<file path="src/rtl/maze_pkg.sv">
// Shared maze geometry, tile coordinate type and address helpers for the
// maze tile RAM (15 rows x 20 columns, 1 bit per tile, 1 = wall).
package maze_pkg;

    localparam int MAZE_ROWS   = 15;
    localparam int MAZE_COLS   = 20;
    localparam int TILE_SHIFT  = 5;
    localparam int MAZE_ADDR_W = 9;

    typedef struct packed {
        logic [3:0]            row;
        logic [TILE_SHIFT-1:0] col;
    } tile_coord_t;

    // row*20 + col built from shifts; in-range results top out at 299.
    function automatic logic [MAZE_ADDR_W-1:0] tile_addr(input tile_coord_t c);
        logic [MAZE_ADDR_W-1:0] r;
        logic [MAZE_ADDR_W-1:0] k;
        r = {{(MAZE_ADDR_W-4){1'b0}}, c.row};
        k = {{(MAZE_ADDR_W-TILE_SHIFT){1'b0}}, c.col};
        return (r << 4) + (r << 2) + k;
    endfunction

    function automatic logic tile_oor(input tile_coord_t c);
        return (c.row >= 4'(MAZE_ROWS)) || (c.col >= TILE_SHIFT'(MAZE_COLS));
    endfunction

endpackage

</file>
<file path="src/rtl/rr_arbiter.sv">
// Combinational round-robin picker: first eligible index at or after the
// pointer wins, and the next pointer lands just past the winner.
module rr_arbiter #(
    parameter int N     = 4,
    parameter int PTR_W = (N > 1) ? $clog2(N) : 1
) (
    input  logic [N-1:0]     i_elig,
    input  logic [PTR_W-1:0] i_ptr,
    output logic [N-1:0]     o_grant,
    output logic [PTR_W-1:0] o_next_ptr
);

    localparam logic [PTR_W:0] N_W = (PTR_W+1)'(N);
    localparam logic [PTR_W:0] ONE = (PTR_W+1)'(1);

    logic [2*N-1:0]   w_dbl;
    logic [N-1:0]     w_rot;
    logic [PTR_W-1:0] w_off;
    logic [PTR_W:0]   w_sum;
    logic [PTR_W:0]   w_idx;
    logic [PTR_W:0]   w_nxt;

    // Rotating a doubled copy makes the pointer position bit 0, so the
    // lowest set bit of the window is the round-robin winner.
    always_comb begin
        w_dbl = {i_elig, i_elig};
        w_rot = w_dbl[{1'b0, i_ptr} +: N];
        w_off = '0;
        for (int k = N-1; k >= 0; k--) begin
            if (w_rot[k]) w_off = PTR_W'(k);
        end
        w_sum = {1'b0, i_ptr} + {1'b0, w_off};
        w_idx = (w_sum >= N_W) ? (w_sum - N_W) : w_sum;
        w_nxt = ((w_idx + ONE) >= N_W) ? '0 : (w_idx + ONE);

        o_grant    = '0;
        o_next_ptr = i_ptr;
        if (|i_elig) begin
            o_grant[w_idx[PTR_W-1:0]] = 1'b1;
            o_next_ptr                = w_nxt[PTR_W-1:0];
        end
    end

endmodule

</file>
<file path="src/rtl/maze_port_arbiter.sv">
// Shares the single-port maze tile RAM among NUM_REQ requesters: round-robin
// grant, coordinate-to-address conversion, and a one-cycle ack two edges later.
module maze_port_arbiter
    import maze_pkg::*;
#(
    parameter int NUM_REQ = 4
) (
    input  logic                   Clk,
    input  logic                   Reset_n,
    input  logic [NUM_REQ-1:0]     req,
    input  logic [NUM_REQ-1:0]     we,
    input  logic [NUM_REQ*4-1:0]   row,
    input  logic [NUM_REQ*5-1:0]   col,
    input  logic [NUM_REQ-1:0]     wdata,
    output logic [NUM_REQ-1:0]     ack,
    output logic                   rdata,
    output logic                   busy,
    output logic [MAZE_ADDR_W-1:0] ram_addr,
    output logic                   ram_rd,
    output logic                   ram_we,
    output logic                   ram_wdata,
    input  logic                   ram_rdata
);

    localparam int IDX_W = $clog2(NUM_REQ);

    logic [IDX_W-1:0]       r_ptr;
    logic [NUM_REQ-1:0]     r_pending;

    logic [NUM_REQ-1:0]     w_elig;
    logic [NUM_REQ-1:0]     w_grant;
    logic [NUM_REQ-1:0]     w_ack_set;
    logic [NUM_REQ-1:0]     w_pending_nxt;
    logic [IDX_W-1:0]       w_ptr_nxt;
    logic [IDX_W-1:0]       w_idx;
    logic                   w_any;
    logic                   w_we;
    logic                   w_wdata;
    logic                   w_oor;
    tile_coord_t            w_coord;
    logic [MAZE_ADDR_W-1:0] w_addr;

    logic                   r_vld_p0;
    logic [IDX_W-1:0]       r_idx_p0;
    logic                   r_rd_p0;
    logic                   r_oor_p0;
    logic                   r_vld_p1;
    logic [IDX_W-1:0]       r_idx_p1;
    logic                   r_rd_p1;
    logic                   r_oor_p1;

    // A requester sitting in its ack cycle is excluded so a held req cannot
    // be granted twice before the requester has seen the ack.
    assign w_elig = req & ~r_pending & ~ack;

    rr_arbiter #(
        .N     (NUM_REQ),
        .PTR_W (IDX_W)
    ) u_rr (
        .i_elig     (w_elig),
        .i_ptr      (r_ptr),
        .o_grant    (w_grant),
        .o_next_ptr (w_ptr_nxt)
    );

    always_comb begin
        w_idx   = '0;
        w_we    = 1'b0;
        w_wdata = 1'b0;
        w_coord = '0;
        for (int i = 0; i < NUM_REQ; i++) begin
            if (w_grant[i]) begin
                w_idx       = IDX_W'(i);
                w_we        = we[i];
                w_wdata     = wdata[i];
                w_coord.row = row[4*i +: 4];
                w_coord.col = col[5*i +: 5];
            end
        end
    end

    assign w_any         = |w_grant;
    assign w_oor         = tile_oor(w_coord);
    assign w_addr        = tile_addr(w_coord);
    assign w_ack_set     = r_vld_p1 ? (NUM_REQ'(1) << r_idx_p1) : '0;
    assign w_pending_nxt = (r_pending & ~w_ack_set) | w_grant;

    // Stage p0: grant edge -- RAM strobes, address and transaction tag.
    always_ff @(posedge Clk or negedge Reset_n) begin
        if (!Reset_n) begin
            r_ptr     <= '0;
            r_pending <= '0;
            busy      <= 1'b0;
            r_vld_p0  <= 1'b0;
            ram_addr  <= '0;
            ram_rd    <= 1'b0;
            ram_we    <= 1'b0;
            ram_wdata <= 1'b0;
        end else begin
            r_ptr     <= w_ptr_nxt;
            r_pending <= w_pending_nxt;
            busy      <= |w_pending_nxt;
            r_vld_p0  <= w_any;
            ram_rd    <= w_any & ~w_we & ~w_oor;
            ram_we    <= w_any &  w_we & ~w_oor;
            if (w_any) begin
                ram_addr  <= w_addr;
                ram_wdata <= w_wdata;
            end
        end
    end

    always_ff @(posedge Clk) begin
        if (w_any) begin
            r_idx_p0 <= w_idx;
            r_rd_p0  <= ~w_we;
            r_oor_p0 <= w_oor;
        end
    end

    // Stage p1: the RAM samples the access on this edge.
    always_ff @(posedge Clk or negedge Reset_n) begin
        if (!Reset_n) begin
            r_vld_p1 <= 1'b0;
        end else begin
            r_vld_p1 <= r_vld_p0;
        end
    end

    always_ff @(posedge Clk) begin
        r_idx_p1 <= r_idx_p0;
        r_rd_p1  <= r_rd_p0;
        r_oor_p1 <= r_oor_p0;
    end

    // Stage p2: response -- off-map reads look like walls, writes return 0.
    always_ff @(posedge Clk or negedge Reset_n) begin
        if (!Reset_n) begin
            ack   <= '0;
            rdata <= 1'b0;
        end else begin
            ack   <= w_ack_set;
            rdata <= r_vld_p1 & r_rd_p1 & (r_oor_p1 | ram_rdata);
        end
    end

endmodule

</file>
<file path="config.mk">
export PLATFORM = sky130hd
export DESIGN_NAME = maze_port_arbiter
export DESIGN_NICKNAME = d
export VERILOG_FILES = /design/src/rtl/maze_pkg.sv /design/src/rtl/rr_arbiter.sv /design/src/rtl/maze_port_arbiter.sv
export SDC_FILE = /design/constraint.sdc
export NUM_CORES = 1
export LEC_CHECK = 0
export BUFFER_PORTS_ARGS = -buffer_cell sky130_fd_sc_hd__buf_2
export CORE_UTILIZATION = 55
export DETAILED_ROUTE_END_ITERATION = 12
export PLACE_DENSITY = 0.86
export SLEW_MARGIN = 15
export SYNTH_ARGS = -nofsm -noshare
export SYNTH_HDL_FRONTEND = slang
export SYNTH_SLANG_ARGS = --single-unit
</file>
<file path="constraint.sdc">
create_clock -name Clk -period 7.79 [get_ports Clk]
set_clock_uncertainty 0.1 [all_clocks]
set_input_delay 0.3895 -clock Clk [delete_from_list [all_inputs] [get_ports Clk]]
set_output_delay 0.3895 -clock Clk [all_outputs]
set_load 0.01 [all_outputs]
</file>
# Word level (Yosys, flattened, before mapping)
# Cells that the tools add are included.
# word_totals
regBits	34
word_cells	77
out_inout_bits	18
# classes
n_addsub	5
shifts	2
mux	24
order_cmp	6
n_bitwise	16
n_reduce_logical	6
# ops
op	n
9-bit 2-to-1 mux	4
4-bit bitwise AND	3
4-bit inverter	3
4-bit OR reduction	3
1-bit 2-to-1 mux	11
2-bit 2-to-1 mux	5
8-bit by 6-bit adder with 9-bit output	1
9-bit by 5-bit adder with 9-bit output	1
4-bit 2-to-1 mux	2
8-bit by 3-bit indexed part select with 4-bit output	1
1-bit bitwise AND	6
3-bit >= comparator (second input constant)	2
5-bit >= comparator (second input constant)	1
4-bit >= comparator (second input constant)	1
4-bit OR	1
1-bit by 2-bit left shift with 4-bit output (first input constant)	1
2-bit by 2-bit adder with 3-bit output	1
3-bit by 1-bit adder with 3-bit output (second input constant)	1
2-bit by 3-bit < comparator with 1-bit output (second input constant)	1
3-bit 2-to-1 mux	1
3-bit subtractor (second input constant)	1
1-bit demux with 2-bit select	1
2-bit by 1-bit >= comparator with 1-bit output (second input constant)	1
1-bit inverter	2
other kinds (4)	4

# Depth between registers and ports, before layout
# Gate-level depths: netlist (run 1).
# logic_depth
ltp_word	24
mapped_depth	22

# Modules after synthesis
# Synthesis (run 1) repeated with hierarchy kept, for this count alone.
# hier_totals
cells_unflattened	206
area_unflattened_um2	2050.7
# by_module_without_submodules
mod	area_each_um2	n_inst	seq_area_each_um2	cells_per_inst
maze_port_arbiter	1756.7	1	850.8	168
rr_arbiter	294.0	1	0.0	38

# Worst setup path before layout (run 1)
# Ideal clock, no wire load.
# synth_timing
path_type	reg2reg
from	register ack[3]
to	register ram_addr[7]
required_time_ns	7.607
slack_ns	2.997
path_stages_with_launch	20
arrival_time_ns	4.610
path_cell_list	dfrtp_1 -> nor3b_1 -> nor2_1 -> or4_1 -> o2111ai_1 -> ha_1 -> xor2_1 -> ha_1 -> buf_2 -> inv_1 -> o311ai_0 -> nor2_1 -> fa_1 -> inv_1 -> fa_1 -> inv_1 -> a21o_1 -> a21oi_1 -> xor2_1 -> o21ai_0
# synth_between
elab_chain_len	21
elab_cells_between_ends	25
# synth_rtl
element	line	rtl
from (decl)	maze_port_arbiter.sv:15	output logic [NUM_REQ-1:0] ack,
from (signal assigned)	maze_port_arbiter.sv:142	ack <= w_ack_set;
4-bit inverter (*)	maze_port_arbiter.sv:54	assign w_elig = req & ~r_pending & ~ack;
4-bit bitwise AND (*)	maze_port_arbiter.sv:54	
8-bit by 3-bit indexed part select with 4-bit output	rr_arbiter.sv:27	w_rot = w_dbl[{1'b0, i_ptr} +: N];
2-bit 2-to-1 mux (4 in series)	rr_arbiter.sv:30	if (w_rot[k]) w_off = PTR_W'(k);
2-bit by 2-bit adder with 3-bit output	rr_arbiter.sv:32	w_sum = {1'b0, i_ptr} + {1'b0, w_off};
3-bit subtractor or 3-bit >= comparator (tied branches)	rr_arbiter.sv:33	w_idx = (w_sum >= N_W) ? (w_sum - N_W) : w_sum;
3-bit 2-to-1 mux	rr_arbiter.sv:33	
2-bit by 3-bit < comparator with 1-bit output (implied by the code) or 2-bit by 1-bit >= comparator with 1-bit output (tied branches)	rr_arbiter.sv:39	o_grant[w_idx[PTR_W-1:0]] = 1'b1;
1-bit logical AND (implied by the code)	rr_arbiter.sv:39	
1-bit 2-to-1 mux (implied by the code)	rr_arbiter.sv:39	
1-bit demux with 2-bit select	--	
4-bit 2-to-1 mux (*)	rr_arbiter.sv:38	if (|i_elig) begin
9-bit 2-to-1 mux (4 in series)	maze_port_arbiter.sv:72	if (w_grant[i]) begin
8-bit by 6-bit adder with 9-bit output	maze_pkg.sv:21	return (r << 4) + (r << 2) + k;
9-bit by 5-bit adder with 9-bit output	maze_pkg.sv:21	
to (signal assigned)	maze_port_arbiter.sv:107	ram_addr <= w_addr;
to (decl)	maze_port_arbiter.sv:18	output logic [MAZE_ADDR_W-1:0] ram_addr,
# Mark *: on every way between the ends. The rest lies on a longest branch, timed or not.
# A chain may end at the register's enable or synchronous reset.

# Worst setup path after layout (run 1)
# layout_timing
from	register r_pending[3]
to	register ram_addr[7]
# layout_between
elab_chain_len	22
elab_cells_between_ends	26
# layout_rtl
element	line	rtl
from (decl)	maze_port_arbiter.sv:28	logic [NUM_REQ-1:0] r_pending;
from (signal assigned)	maze_port_arbiter.sv:101	r_pending <= w_pending_nxt;
4-bit inverter (*)	maze_port_arbiter.sv:54	
4-bit bitwise AND (*) (2 in series)	maze_port_arbiter.sv:54	
8-bit by 3-bit indexed part select with 4-bit output	rr_arbiter.sv:27	
2-bit 2-to-1 mux (4 in series)	rr_arbiter.sv:30	
2-bit by 2-bit adder with 3-bit output	rr_arbiter.sv:32	
3-bit subtractor or 3-bit >= comparator (tied branches)	rr_arbiter.sv:33	
3-bit 2-to-1 mux	rr_arbiter.sv:33	
2-bit by 3-bit < comparator with 1-bit output (implied by the code) or 2-bit by 1-bit >= comparator with 1-bit output (tied branches)	rr_arbiter.sv:39	
1-bit logical AND (implied by the code)	rr_arbiter.sv:39	
1-bit 2-to-1 mux (implied by the code)	rr_arbiter.sv:39	
1-bit demux with 2-bit select	--	
4-bit 2-to-1 mux (*)	rr_arbiter.sv:38	
9-bit 2-to-1 mux (4 in series)	maze_port_arbiter.sv:72	
8-bit by 6-bit adder with 9-bit output	maze_pkg.sv:21	
9-bit by 5-bit adder with 9-bit output	maze_pkg.sv:21	
# Marked as above.

==> metrics.txt, run 1 <==
Inst Count DP 341; Period Utilization, post-route 0.706; CTS max path bufs 2; ys async rst share 0.765; drt wl/cell 13.5 microns; Skew-Pair Late Insertion Delay 0.28 ns; crit path kind flop to flop; Data arrival, critical path 5.60 ns; IO Pins 69; number of synthesized flops with an enable pin 4; Worst Path Required 7.89 ns; slew margin rel. 0.465; busiest grt layer met2; fin util 0.700; Post-Syn Area 0.00212 sq mm; number of gates resized after cts 0; fillcell total 312; syn nets 301; GR met1 Demand/Resource 0.326; Slew @ Worst Pin 0.802 ns; register area share after synthesis 0.401; vias in the first global route 1927; Port Buffers 68; CP max FO 11; Post-synth top flop dfrtp_1; Max Fclk 182 MHz; status completed; final net count 365; Worst setup SP type flop; Design Area, Final 0.00258 sq mm; core area 0.00369 sq mm; met2 GRT Util 0.448; final std cells w/o fill 349; DRT iter0 DRCs 68; CP endpoint kind flop; DRT Pass-1 Iters 4; commonest non-fill, non-tap cell in the layout buf_2; Synth Register Bits 34; RSZ-0062 raised after global routing false; share of cells above drive strength 1 0.306; Via Count 1932; vias per std cell 5.54; GRT Overall Usage 0.261; Die Wd 64.1 microns; Mapped Cells 236; met3 global-route usage 0.0482; Initial Util 0.575; placed inst area 0.00248 sq mm; Antenna Nets Post-Route 0; DRC violations left 0; Root Buffer clkbuf_8; synthesized area per cell 8.99 sq um; number of synthesis warnings 0; Final Max Slew Viols 0; Die Span Y 64.1 microns; gp weighted congestion 0.881; DIE AREA 0.00411 sq mm; CTS buffer count 5; clock-pin slew on the worst setup and hold paths 0.07 ns; H-tree depth 2; Post-Route Setup TNS 0 ns; antenna violations before repair 0; site row count 22; endpoints failing hold 0; CTS sink cnt 34; Min-Delay Path Class primary input to asynchronous set/reset pin; cts hold-fix bufs 0; Max-cap violations 0; total wire length 4.73 mm; Distinct cells, synth 48; CTS tree built; P&R area growth vs syn 21.8%; Ant. Diodes 0; Setup-failing EPs final 0; commonest cells after routing, fill and taps aside buf_2 (68), nand2_1 (41), dfrtp_1 (26); global-route wire length before repair 8.27 mm; post-layout min period 5.50 ns; grt total ovfl 0; post-CTS setup buffer count 0; maximum number of pins on one net before global-route repair 27; hpwl dp 3.64 mm
==> critical path, stage by stage, from the launching register on <==
cell and delay [ns]:
dfrtp_1 0.41, nor3b_1 0.56, nor2_1 0.14, or4_1 0.42, o2111ai_1 0.10, ha_1 0.24, xor2_1 0.26, ha_1 0.44
inv_1 0.23, o311ai_0 0.72, nor2_1 0.17, fa_1 0.60, inv_1 0.07, fa_1 0.45, inv_1 0.07, a21o_1 0.10
a21oi_1 0.07, xor2_1 0.14, o21ai_0 0.14
==> synth_stat cells, types with 3 or more instances <==
| cell | number | area, sq um |
|---|---|---|
| dfrtp_1 | 26 | 651 |
| clkbuf_1 | 7 | 26.3 |
| and3_1 | 3 | 18.8 |
| nor2b_1 | 6 | 37.5 |
| nor3b_1 | 4 | 30.0 |
| ha_1 | 12 | 150 |
| a32o_1 | 3 | 30.0 |
| nand2b_1 | 4 | 25.0 |
| buf_2 | 4 | 20.0 |
| o21ai_0 | 21 | 105 |
| xor2_1 | 4 | 35.0 |
| inv_1 | 12 | 45.0 |
| nor2_1 | 17 | 63.8 |
| edfxtp_1 | 4 | 120 |
| a21oi_1 | 11 | 55.1 |
| o211ai_1 | 8 | 60.1 |
| dfxtp_1 | 4 | 80.1 |
| nand3b_1 | 3 | 22.5 |
| nand2_1 | 41 | 154 |
| nor3_1 | 4 | 20.0 |
==> cell type report <==
cell class                 count  area (sq um)  share of cell area
clock inverter                 2          10.0             0.00388
multi-input combinational    178          1170               0.455
inverter                      12          45.0              0.0174
tap                           48          60.1              0.0233
sequential                    34           851               0.329
timing repair buffer          69           348               0.135
clock buffer                   6          93.8              0.0363
==> stage by stage <==
stage | worst slack (ns) | hold WS [ns]
final | 2.29 | 0.00352
after floorplan | 3.00 | -0.00609
after detailed placement | 2.33 | 0.227
after global routing | 1.73 | 0.0362
after CTS | 2.32 | 0.0228
after global placement | 2.43 | 0.225
==> sequential cells by signal (all words and copies together) (netlist names), 2 cells and up <==
name and count:
ram_addr 9, r_idx_p0 2, ack 4, r_ptr 2, r_pending 4, r_idx_p1 2
==> kinds of logic after synthesis <==
| kind of cell | Yosys count | share of synthesized area |
|---|---|---|
| adders and majority gates | 14 | 0.0897 |
| xor gates and xnor gates | 5 | 0.0206 |
| DFF | 34 | 0.401 |
| muxes | 2 | 0.0106 |
| buffers and inverters | 24 | 0.0448 |
| and+or+nand+nor | 96 | 0.240 |
| AOI/OAI and AO/OA | 61 | 0.194 |
==> worst paths after layout <==
check | from | end | slack [ns] | depth (start not counted)
max reg2reg | r_pending[3] | ram_addr[7] | 2.29 | 18
min in group Clk | r_idx_p0[1] | r_idx_p1[1] | 0.25 | 0
max in group asynchronous | Reset_n | rdata | 7.21 | 1
max | r_pending[3] | ram_addr[7] | 2.29 | 18
min | Reset_n | ram_wdata | 0.004 | 1
min reg2reg | r_idx_p0[1] | r_idx_p1[1] | 0.25 | 0
==> layer usage <==
metal  part of all wire  vias up
li1                   -      963
met1               0.45      887
met2               0.48       76
met3              0.059        6
met4              0.012        0
met5                  0        -
Power of run 1 is not shown: default switching activity piles up to over one toggle a cycle in this logic, so the estimate is an artifact.
==> inputs of run 2 (changes only) <==
ABC_AREA = 1   (was not set)
CORE_UTILIZATION = 51   (was 55)
PLACE_DENSITY = 0.8   (was 0.86)
clock period = 5.2 ns   (was 7.79 ns; I/O delays follow)
==> run 2 against run 1 <==
  * Count of clock-buffer cells in the layout shrank 1
  * Global-route usage shrank 2.7 points
  * Sequential share of layout area shrank 1.4 points
  * Via count grew 1.7%
  * First-iteration DRC count grew 46%
  * Non-clock buffer count is the same
  * Utilization shrank 3.5 points
  * Setup slack lost 1.8 ns
==> metrics.txt, run 2 <==
status completed (unchanged); global-route wire length before repair 7.77 mm (was 8.27 mm); r2r worst-path depth 26 (was 18); Worst Path Required 5.28 ns (was 7.89 ns); area leader, netlist dfrtp_1 (unchanged); Post-Route Setup TNS 0 ns (unchanged); top cells by area, synth dfrtp_1 (30%), nand2_1 (12%), ha_1 (6.9%), edfxtp_1 (5.5%), inv_1 (5.2%) (was dfrtp_1 (31%), nand2_1 (7.3%), ha_1 (7.1%), edfxtp_1 (5.7%), o21ai_0 (5.0%)); xor-xnor portion of the synthesized cell area 0.0223 (was 0.0206); placed inst area 0.00255 sq mm (was 0.00248 sq mm); Largest regs ram_addr: 9 flops, ack: 4 flops, r_pending: 4 flops (unchanged); Synth Area in Adders 0.0870 (was 0.0897); Largest register FFs 9 (unchanged); Hold Path Sink rdata; GRT Overall Usage 0.233 (was 0.261); r2r endpoint ram_addr[8] (was ram_addr[7]); Slew @ Worst Pin 0.590 ns (was 0.802 ns); Initial Util 0.539 (was 0.575); flop2flop setup slack 0.52 ns (was 2.29 ns); Synth top area share 0.298 (was 0.307); Post-Synth Simple-Gate Area 0.306 (was 0.240); DRT Pass-1 Iters 4 (unchanged); register area share after synthesis 0.389 (was 0.401); fillcell total 328 (was 312); worst path bufs/invs 3 (unchanged); gp weighted congestion 0.854 (was 0.881); drt wl/cell 12.8 microns (was 13.5 microns); Post-Syn Area 0.00219 sq mm (was 0.00212 sq mm); hold wc startpoint ram_rdata; maximum number of pins on one net before global-route repair 27 (unchanged); Post-synth top flop dfrtp_1 (unchanged); crit path from r_pending[1] (was r_pending[3]); CTS buffer count 5 (unchanged); Mapped Cells 258 (was 236); Worst setup SP type flop (unchanged); Crit path top cell by count nand2_1 (was inv_1); Final Max Slew Viols 0 (unchanged); Compound-Gate Fraction of Synth Area 0.108 (was 0.194); vias per std cell 5.15 (was 5.54); Skew-Pair Late Insertion Delay 0.29 ns (was 0.28 ns); crit path kind flop to flop (unchanged); Overall Power 587 uW; Die Span Y 67.5 microns (was 64.1 microns); P&R area growth vs syn 23.5% (was 21.8%); synthesized area per cell 8.47 sq um (was 8.99 sq um); IO Pins 69 (unchanged); Worst Hold Slack 0.121 ns (was 0.00352 ns); Cells on Worst Hold Path 2; final net count 395 (was 365); CP max stage cell fa_1 (was o311ai_0); P_leak 1.51 nW; site row count 23 (was 22); clock-pin slew on the worst setup and hold paths 0.07 ns (about the same); Via Count 1964 (was 1932); fin util 0.665 (was 0.700); grt total ovfl 0 (unchanged); hpwl dp 3.88 mm (was 3.64 mm); most common cell in the netlist nand2_1 (unchanged); CP top delay family simple AND/OR/NAND/NOR gates (was adder cells); Max-cap violations 0 (unchanged); vias in the first global route 1786 (was 1927); DRT iter0 DRCs 99 (was 68); crit-path max cell delay 0.43 ns (was 0.72 ns); RSZ-0062 raised after global routing false (unchanged); CTS sink cnt 34 (unchanged); DIE AREA 0.00455 sq mm (was 0.00411 sq mm); Ant. Diodes 0 (unchanged); share of cells above drive strength 1 0.341 (was 0.306); CTS tree built (unchanged); core area 0.00406 sq mm (was 0.00369 sq mm); Distinct cells, synth 38 (was 48); antenna violations before repair 0 (unchanged); Min-Delay Path Class primary input to flop (was primary input to asynchronous set/reset pin); mux contribution to synthesized area 0 (was 0.0106); Synth Register Bits 34 (unchanged); Cell Pwr Density 217 mW/mm^2; Max Fclk 214 MHz (was 182 MHz); Worst R2R Start r_pending[1] (was r_pending[3]); CP max FO 12 (was 11); top post-synthesis cells by count nand2_1 (72), inv_1 (30), dfrtp_1 (26) (was nand2_1 (41), dfrtp_1 (26), o21ai_0 (21)); Port Buffers 68 (unchanged); ys async rst share 0.765 (unchanged); CTS max path bufs 2 (unchanged); slew margin rel. 0.607 (was 0.465); Setup-failing EPs final 0 (unchanged); total wire length 4.86 mm (was 4.73 mm); CP endpoint kind flop (unchanged); Design Area, Final 0.00270 sq mm (was 0.00258 sq mm); number of synthesis warnings 0 (unchanged); largest family of logic cells by synthesized area simple AND/OR/NAND/NOR gates (unchanged); Peak supply drop 0.109 mV; commonest cells after routing, fill and taps aside nand2_1 (72), buf_2 (68), inv_1 (30) (was buf_2 (68), nand2_1 (41), dfrtp_1 (26)); post-CTS setup buffer count 0 (unchanged); Die Wd 67.5 microns (was 64.1 microns); commonest non-fill, non-tap cell in the layout nand2_1 (was buf_2); largest reg by FF count ram_addr (unchanged); post-layout min period 4.68 ns (was 5.50 ns); Data arrival, critical path 4.76 ns (was 5.60 ns); syn nets 323 (was 301); DRC violations left 0 (unchanged); Antenna Nets Post-Route 0 (unchanged); Root Buffer clkbuf_8 (unchanged); endpoints failing hold 0 (unchanged); H-tree depth 2 (unchanged); Period Utilization, post-route 0.900 (was 0.706); number of synthesized flops with an enable pin 4 (unchanged)
## run 2: layout make-up
class / instances / area, sq um / area share
well taps: 50 / 62.6 / 0.0232
flip-flops and latches: 34 / 851 / 0.315
clock inverters: 3 / 68.8 / 0.0255
inverters: 40 / 150 / 0.0556
repair buffers: 69 / 350 / 0.130
multi-input cells: 180 / 1150 / 0.425
clock buffers: 5 / 68.8 / 0.0255
## run 2: how the worst max path moves through the flow
stage	endpoint	slack, ns	depth (start not counted)
2_1_floorplan	ram_addr[8]	0.97	26
3_3_place_gp	ram_addr[8]	0.60	25
3_5_place_dp	ram_addr[8]	0.45	25
4_1_cts	ram_addr[8]	0.41	25
5_1_grt	ram_addr[8]	0.1	27
6_report	ram_addr[8]	0.52	26
## run 2: cell families (layout without fill, tap and decap cells)
kind of cell    after synthesis  count (layout)
simple gates                125             125
buf+inv                      44             117
compound gates               37              37
flops                        34              34
fa+ha+maj                    14              14
xor+xnor                      4               4
## run 2: routing by layer
layer / vias up / GRT usage / share of wire
met5: - / 0 / 0
met2: 81 / 0.375 / 0.46
met1: 890 / 0.298 / 0.45
met3: 8 / 0.0625 / 0.073
li1: 985 / - / -
met4: 0 / 0.0851 / 0.014
## run 2: metrics by stage
| stage | setup slack (ns) | std cells |
|---|---|---|
| 2_1_floorplan | 0.969 | 258 |
| 3_3_place_gp | 0.596 | 372 |
| 3_5_place_dp | 0.455 | 372 |
| 4_1_cts | 0.413 | 381 |
| 5_1_grt | 0.0992 | 381 |
| 6_report | 0.520 | 381 |
## run 2: repair_timing
action	in CTS	in global routing
hold buffers	1	0
endpoints found under the setup margin	0	1
endpoints found under the hold margin	26	0
resized for setup	0	1
## run 2: where the power goes
| group | switching (mW) | internal, mW |
|---|---|---|
| Combinational | 0.0119 | 0.0138 |
| Clock | 0.101 | 0.192 |
| Sequential | 0 | 0.268 |
(Power assumes the default switching activity.)
